### config.mk
export PLATFORM = sky130hd
export DESIGN_NAME = simplex_rx_initializer
export DESIGN_NICKNAME = d
export VERILOG_FILES = /design/src/rtl/simplex_rx_initializer.sv
export SDC_FILE = /design/constraint.sdc
export NUM_CORES = 1
export LEC_CHECK = 0
export ABC_AREA = 0
export CAP_MARGIN = 0
export CORE_MARGIN = 3
export CORE_UTILIZATION = 30
export CTS_CLUSTER_DIAMETER = 200
export DETAILED_ROUTE_END_ITERATION = 8
export HOLD_SLACK_MARGIN = 0.15
export SLEW_MARGIN = 20
export SYNTH_ARGS = -nofsm -noshare
export SYNTH_HDL_FRONTEND = slang
export SYNTH_SLANG_ARGS = --single-unit
### constraint.sdc
create_clock -name clk -period 4 [get_ports clk]
set_clock_uncertainty 0.15 [all_clocks]
set_input_delay 0.4 -clock clk [delete_from_list [all_inputs] [get_ports clk]]
set_output_delay 0.4 -clock clk [all_outputs]
set_load 0.05 [all_outputs]
### src/rtl/simplex_rx_initializer.sv
// rtl/simplex_rx_initializer.sv - receive-side simplex initializer: qualifies partner SP/I/VER runs into status bits
// Optional watchdog enabled by defining SIMPLEX_RX_WATCHDOG_EN.
package aurora_pkg;
  typedef enum logic [1:0] {
    NONE = 2'd0,
    SP   = 2'd1,
    I    = 2'd2,
    VER  = 2'd3
  } ordered_sets_e;
endpackage

module simplex_rx_initializer
  import aurora_pkg::*;
#(
  parameter int SP_COUNT   = 4,
  parameter int BOND_COUNT = 4,
  parameter int VER_COUNT  = 8,
  parameter int TIMEOUT    = 1024
) (
  input  logic          clk,
  input  logic          rst_n,
  input  logic          single_lane,
  input  logic          rx_valid,
  input  ordered_sets_e rx_ordered_set,
  output logic          simplex_aligned,
  output logic          simplex_bonded,
  output logic          simplex_verified,
  output logic          simplex_reset,
  output logic          rx_ready
);

  localparam int MAX_AB    = (SP_COUNT > BOND_COUNT) ? SP_COUNT : BOND_COUNT;
  localparam int MAX_COUNT = (MAX_AB > VER_COUNT) ? MAX_AB : VER_COUNT;
  localparam int CW        = $clog2(MAX_COUNT + 1);

  if (SP_COUNT < 1 || BOND_COUNT < 1 || VER_COUNT < 1 || TIMEOUT < 1) begin : g_param_check
    $error("simplex_rx_initializer: SP_COUNT, BOND_COUNT, VER_COUNT and TIMEOUT must be >= 1");
  end

  typedef enum logic [2:0] {
    RESET      = 3'd0,
    WAIT_ALIGN = 3'd1,
    WAIT_BOND  = 3'd2,
    WAIT_VER   = 3'd3,
    READY      = 3'd4
  } state_e;

  state_e        state;
  logic [CW-1:0] cnt;
  logic [CW-1:0] cnt_inc;
  logic [CW-1:0] target;
  ordered_sets_e expected;
  logic          hit;
  logic          miss;
  logic          done;
  logic          wd_expire;

  // READY watches for a partner restart, which shows up as a fresh SP run.
  always_comb begin
    expected = SP;
    target   = CW'(SP_COUNT);
    case (state)
      WAIT_BOND: begin
        expected = I;
        target   = CW'(BOND_COUNT);
      end
      WAIT_VER: begin
        expected = VER;
        target   = CW'(VER_COUNT);
      end
      default: ;
    endcase
  end

  assign cnt_inc = cnt + 1'b1;
  assign hit     = rx_valid && (rx_ordered_set == expected);
  assign miss    = rx_valid && !hit;
  assign done    = hit && (cnt_inc == target);

`ifdef SIMPLEX_RX_WATCHDOG_EN
  localparam int WW = $clog2(TIMEOUT + 1);
  logic [WW-1:0] wd;
  logic          waiting;

  assign waiting   = (state == WAIT_ALIGN) || (state == WAIT_BOND) || (state == WAIT_VER);
  assign wd_expire = waiting && (wd == WW'(TIMEOUT - 1));

  // Any state change (a qualified run or an expiry) restarts the timeout window.
  always_ff @(posedge clk) begin
    if (!rst_n || !waiting || done || wd_expire) begin
      wd <= '0;
    end else begin
      wd <= wd + 1'b1;
    end
  end
`else
  assign wd_expire = 1'b0;
`endif

  always_ff @(posedge clk) begin
    if (!rst_n) begin
      state            <= RESET;
      cnt              <= '0;
      simplex_aligned  <= 1'b0;
      simplex_bonded   <= 1'b0;
      simplex_verified <= 1'b0;
      simplex_reset    <= 1'b0;
      rx_ready         <= 1'b0;
    end else begin
      simplex_reset <= 1'b0;
      if (done || miss) begin
        cnt <= '0;
      end else if (hit) begin
        cnt <= cnt_inc;
      end

      if (wd_expire) begin
        state            <= RESET;
        cnt              <= '0;
        simplex_aligned  <= 1'b0;
        simplex_bonded   <= 1'b0;
        simplex_verified <= 1'b0;
        simplex_reset    <= 1'b1;
        rx_ready         <= 1'b0;
      end else begin
        case (state)
          RESET: begin
            cnt   <= '0;
            state <= WAIT_ALIGN;
          end
          WAIT_ALIGN: begin
            if (done) begin
              simplex_aligned <= 1'b1;
              if (single_lane) begin
                simplex_bonded <= 1'b1;
                state          <= WAIT_VER;
              end else begin
                state <= WAIT_BOND;
              end
            end
          end
          WAIT_BOND: begin
            if (done) begin
              simplex_bonded <= 1'b1;
              state          <= WAIT_VER;
            end
          end
          WAIT_VER: begin
            if (done) begin
              simplex_verified <= 1'b1;
              rx_ready         <= 1'b1;
              state            <= READY;
            end
          end
          READY: begin
            if (done) begin
              simplex_reset    <= 1'b1;
              simplex_aligned  <= 1'b0;
              simplex_bonded   <= 1'b0;
              simplex_verified <= 1'b0;
              rx_ready         <= 1'b0;
              state            <= RESET;
            end
          end
          default: begin
            cnt   <= '0;
            state <= RESET;
          end
        endcase
      end
    end
  end

endmodule

# == Word-level counts from Yosys, hierarchy flattened ==
# Cells that the tools add are included.
# op_classes
reduce_logical,16
eq_ne,11
bitwise_logic,2
mux,16
addsub,1
# op_table
operator,n
$pmux W3 S5,1
$mux W3,4
$ne A2 B2 Y1 const B,5
$eq A3 B2 Y1 const B,2
$mux W1,6
$reduce_and A3 Y1,2
$reduce_and A5 Y1,1
$add A4 B1 Y4 const B,1
$eq A4 B4 Y1,1
$mux W4,1
$pmux W1 S2,2
$pmux W2 S2,1
$reduce_and A4 Y1,1
$reduce_bool A2 Y1,2
$reduce_or A4 Y1,1
$eq A3 B1 Y1 const B,1
$eq A3 B3 Y1 const B,1
$logic_and A1 B1 Y1,3
$logic_not A3 Y1,1
$pmux W1 S3,1
$reduce_bool A3 Y1,1
$reduce_or A3 Y1,1
$eq A2 B2 Y1,1
$not A1 Y1,2
3 further kinds,3
# totals
wordCells,52
in_bits,6
reg_bits,11

# == Depth between registers and ports, before layout ==
# depth
depth_word,8
mapped_depth,6
mapped_depth_nobuf,6

# == Worst setup path after synthesis ==
# OpenSTA, ideal clock, no wires.
# synth_path
kind,reg2reg
startpoint,reg cnt[0]
endpoint,reg state[0]
n_path_buf,0
path_slack_ns,2.025
setup_ns,0.091
stages_incl_launch_ff,7
arrival_ns,1.734
cell_sequence,dfxtp_1 ha_1 xnor2_1 or2_0 mux2_4 or3_1 a311oi_1
# synth_between
elab_chain_cells,5
word_cells_on_any_way,8
classes_between,add/sub (1); eq/ne (5); reduce/logical (2)
# synth_rtl
element,line,text
"start, declared",49,logic [CW-1:0] cnt;
"start signal, assigned",114,cnt <= cnt_inc;
$add A4 B1 Y4 (*),75,assign cnt_inc = cnt + 1'b1;
$eq A4 B4 Y1 (*),78,assign done = hit && (cnt_inc == target);
$logic_and A1 B1 Y1 (*),78,
$ne A2 B2 Y1 (no source line),-,
$reduce_and A4 Y1 (no source line) (*),-,
"end signal, assigned",102,state <= RESET;
"end signal, assigned",118,state <= RESET;
"end signal, assigned",129,state <= WAIT_ALIGN;
"end, declared",48,state_e state;
# Mark *: on every way between the ends. The rest lies on a longest branch, timed or not.
# A chain may end at the register's enable or synchronous reset.

# == Worst setup path in the final report ==
# layout_path
startpoint,in rx_ordered_set[0]
endpoint,reg state[0]
# layout_between
elab_chain_cells,5
word_cells_on_any_way,8
classes_between,eq/ne (5); reduce/logical (3)
# layout_rtl
element,line,text
"start, declared",24,"input ordered_sets_e rx_ordered_set,"
$eq A2 B2 Y1 (*),76,assign hit = rx_valid && (rx_ordered_set == expected);
$logic_and A1 B1 Y1 (*),76,
$logic_and A1 B1 Y1 (*),78,
$ne A2 B2 Y1 (no source line),-,
$reduce_and A4 Y1 (no source line) (*),-,
# Marks and branches as above.

==> run metrics <==
status completed; cell count after synthesis 76; Synth Area in Compound Gates ~15%; Final nets 97; Post-Synth Simple-Gate Area 27.70%; largest net degree at the start of global routing 12; core area 1982 um^2; Hold Path Class register to register; DR top layer met4; via count 569; Post-DRT Antenna Nets 0; Cell Rows 16; postcts setup bufs 0; Initial Util 32.13%; first-pass GRT wire length 2007 um; Total Wirelength around 1300 um; main combinational cell family by area after synthesis simple AND/OR/NAND/NOR gates; critical path startpoint category primary input; cell leakage power 0.0002890 uW; max_slew headroom 66.68%; Crit. End Element register; register area share after synthesis 34.58%; Vias/cell between 4 and 5; Clk Latency, worst-skew pair between 0.2 and 0.3 ns; XOR/XNOR Fraction of Synth Area 8.251%; Pins Over Slew Limit 0; crit path time final 2.084 ns; critical path required time between 4 and 5 ns; DRT iter0 DRCs 7; Worst IR Drop VDD 0.1658 mV; Worst-Margin Slew 0.4859 ns; flop and latch count out of synthesis 11; Post-route DRC 0; Net Count, Synth 84; htree depth 1; Max Cap Viol 0; unrepaired setup endpoints after global routing false; setup violators final 0; GRT Residual Overflow 0; Sink Count 11; met2 routed WL 564 um; most used flip-flop cell after synthesis dfxtp_1; final hold vios 0; hold-fix buffers at CTS 0; HPWL reported at the end of detailed placement 923.1 um; crit share post-route between 50% and 60%; All-Layer GR Usage 10.16%; Diodes inserted 0; I/O pin count 11; Fmax ~480 MHz; Routability Congestion 0.7281; metal3 WL 73 um; clock-pin slew on the worst setup and hold paths 0.07 ns; die width 52.08 um; average wire per standard cell approximately 11 um; initial antenna violation count 0; Num CTS Buffers 3; die height 52.08 um; adder-cell share of the synthesized area a little under 4%; Cell variety after synth 31; CTS tree done; crit path kind primary input to register; multiplexer area fraction after synthesis 5.501%; share of cells above drive strength 1 about 8.0%; die area 2712 um^2; final hold slack a little under 0.3 ns; Pwr per Cell Area 259.3 nW/um^2; Power Total 203.7 uW; number of global-route vias before repair 499; CP Max Fanout 7; DR pass1 iterations 4; Post-synth EDFFs 0; Mapped Area between 600 and 700 um^2; clock tree buffer depth 2; Root Buffer clkbuf_4; PostCTS Resize Cnt 0; M1 wire length 601 um; area grow syn2layout 23.38%; TNS Setup 0 ns; crit path DAT approximately 2.1 ns; Avg Cell Area, Syn 8.380 um^2; PortBufs 10; Yosys warning count 0; Post-synth ARST share 0%; reg2reg setup slack 1.92 ns
sequential cells by signal, indices dropped and copies added, names as in the netlist:
register	flops
state	3
simplex_reset	1
cnt	4
simplex_bonded	1
rx_ready	1
simplex_aligned	1
worst paths after layout:
path                                                    end                   startpoint  cells past startpoint
worst max-delay path                  state[0]$_SDFFE_PN0P_            rx_ordered_set[0]                      6
worst min register to register  simplex_bonded$_SDFFE_PN0P_  simplex_bonded$_SDFFE_PN0P_                      2
worst max register to register        state[0]$_SDFFE_PN0P_          cnt[0]$_SDFFE_PP0P_                      6
worst min-delay path            simplex_bonded$_SDFFE_PN0P_  simplex_bonded$_SDFFE_PN0P_                      2
cells in the final DEF (no fill, tap or decap):
cell type,synthesis,final
nor4b_1,1,1
clkbuf_4,0,3
a311oi_1,1,1
clkdlybuf4s50_1,0,10
o21ai_0,7,7
a21oi_1,3,3
xnor2_1,1,1
or2_0,1,1
or3_1,1,1
nand2b_1,2,2
nand4_1,2,2
dfxtp_1,11,11
nor3_1,1,1
nand2_1,5,5
o2111ai_1,1,1
nor2_1,6,6
o22ai_2,1,1
mux2i_1,2,2
clkbuf_1,1,1
inv_1,5,5
ha_1,2,2
mux2_4,1,1
and3b_1,1,1
nand3b_1,2,2
and3_1,2,2
and2_1,1,1
a31o_2,1,1
or3b_2,1,1
nand3_1,5,5
o221ai_1,1,1
and2b_1,1,1
xor2_1,5,5
cell type report:
cell class | count | area, um^2
inverters | 5 | 18.77
flip-flops and latches | 11 | 220.2
multi-input cells | 58 | 386.6
repair buffers | 10 | 100.1
clock buffers | 4 | 26.28
fillers | 196 | 1196
well taps | 27 | 33.78
critical path: stages:
cell and delay [ns]:
clkdlybuf4s50_1 0.43, xor2_1 0.16, o22ai_2 0.33, nand3_1 0.21
or3_1 0.34, a311oi_1 0.24
power by group:
group | switching, uW | internal, uW
registers | 1.48 | 110
logic | 7.48 | 7.91
clock network | 38.1 | 38.6
total | 47.1 | 157
per-layer routing:
layer	vias up	global-route usage, %
met5	-	0
met4	0	3.493
met3	4	5.444
met2	11	15.27
met1	261	12.17
li1	293	-
metrics by stage:
| stage | util (%) | setup slack, ns | area [um^2] | cells |
|---|---|---|---|---|
| 3_5_place_dp | 38.32 | 1.644 | 759.5 | 111 |
| 3_3_place_gp | 38.32 | 1.706 | 759.5 | 111 |
| 5_1_grt | 39.65 | 1.754 | 785.8 | 115 |
| 2_1_floorplan | - | 2.025 | 636.9 | 76 |
| 4_1_cts | 39.65 | 1.907 | 785.8 | 115 |
| 6_report | 39.65 | 1.916 | 785.8 | 115 |
kinds of logic after synthesis:
family | after synthesis
and+or+nand+nor | 32
AOI/OAI and AO/OA | 15
DFF | 11
buffers and inverters | 7
xor gates and xnor gates | 6
muxes | 3
adders and majority gates | 2
synth_stat cells (all sizes together), types with 2 or more instances:
master | n | area [um^2]
inv | 5 | 18.77
mux2i | 2 | 20.02
a21oi | 3 | 15.01
nand2 | 5 | 18.77
nand3b | 2 | 15.01
nand3 | 5 | 25.02
nand4 | 2 | 12.51
ha | 2 | 25.02
and3 | 2 | 12.51
nor2 | 6 | 22.52
dfxtp | 11 | 220.2
nand2b | 2 | 12.51
o21ai | 7 | 35.03
xor2 | 5 | 43.79
No activity file was read; power rests on OpenSTA's default activity.
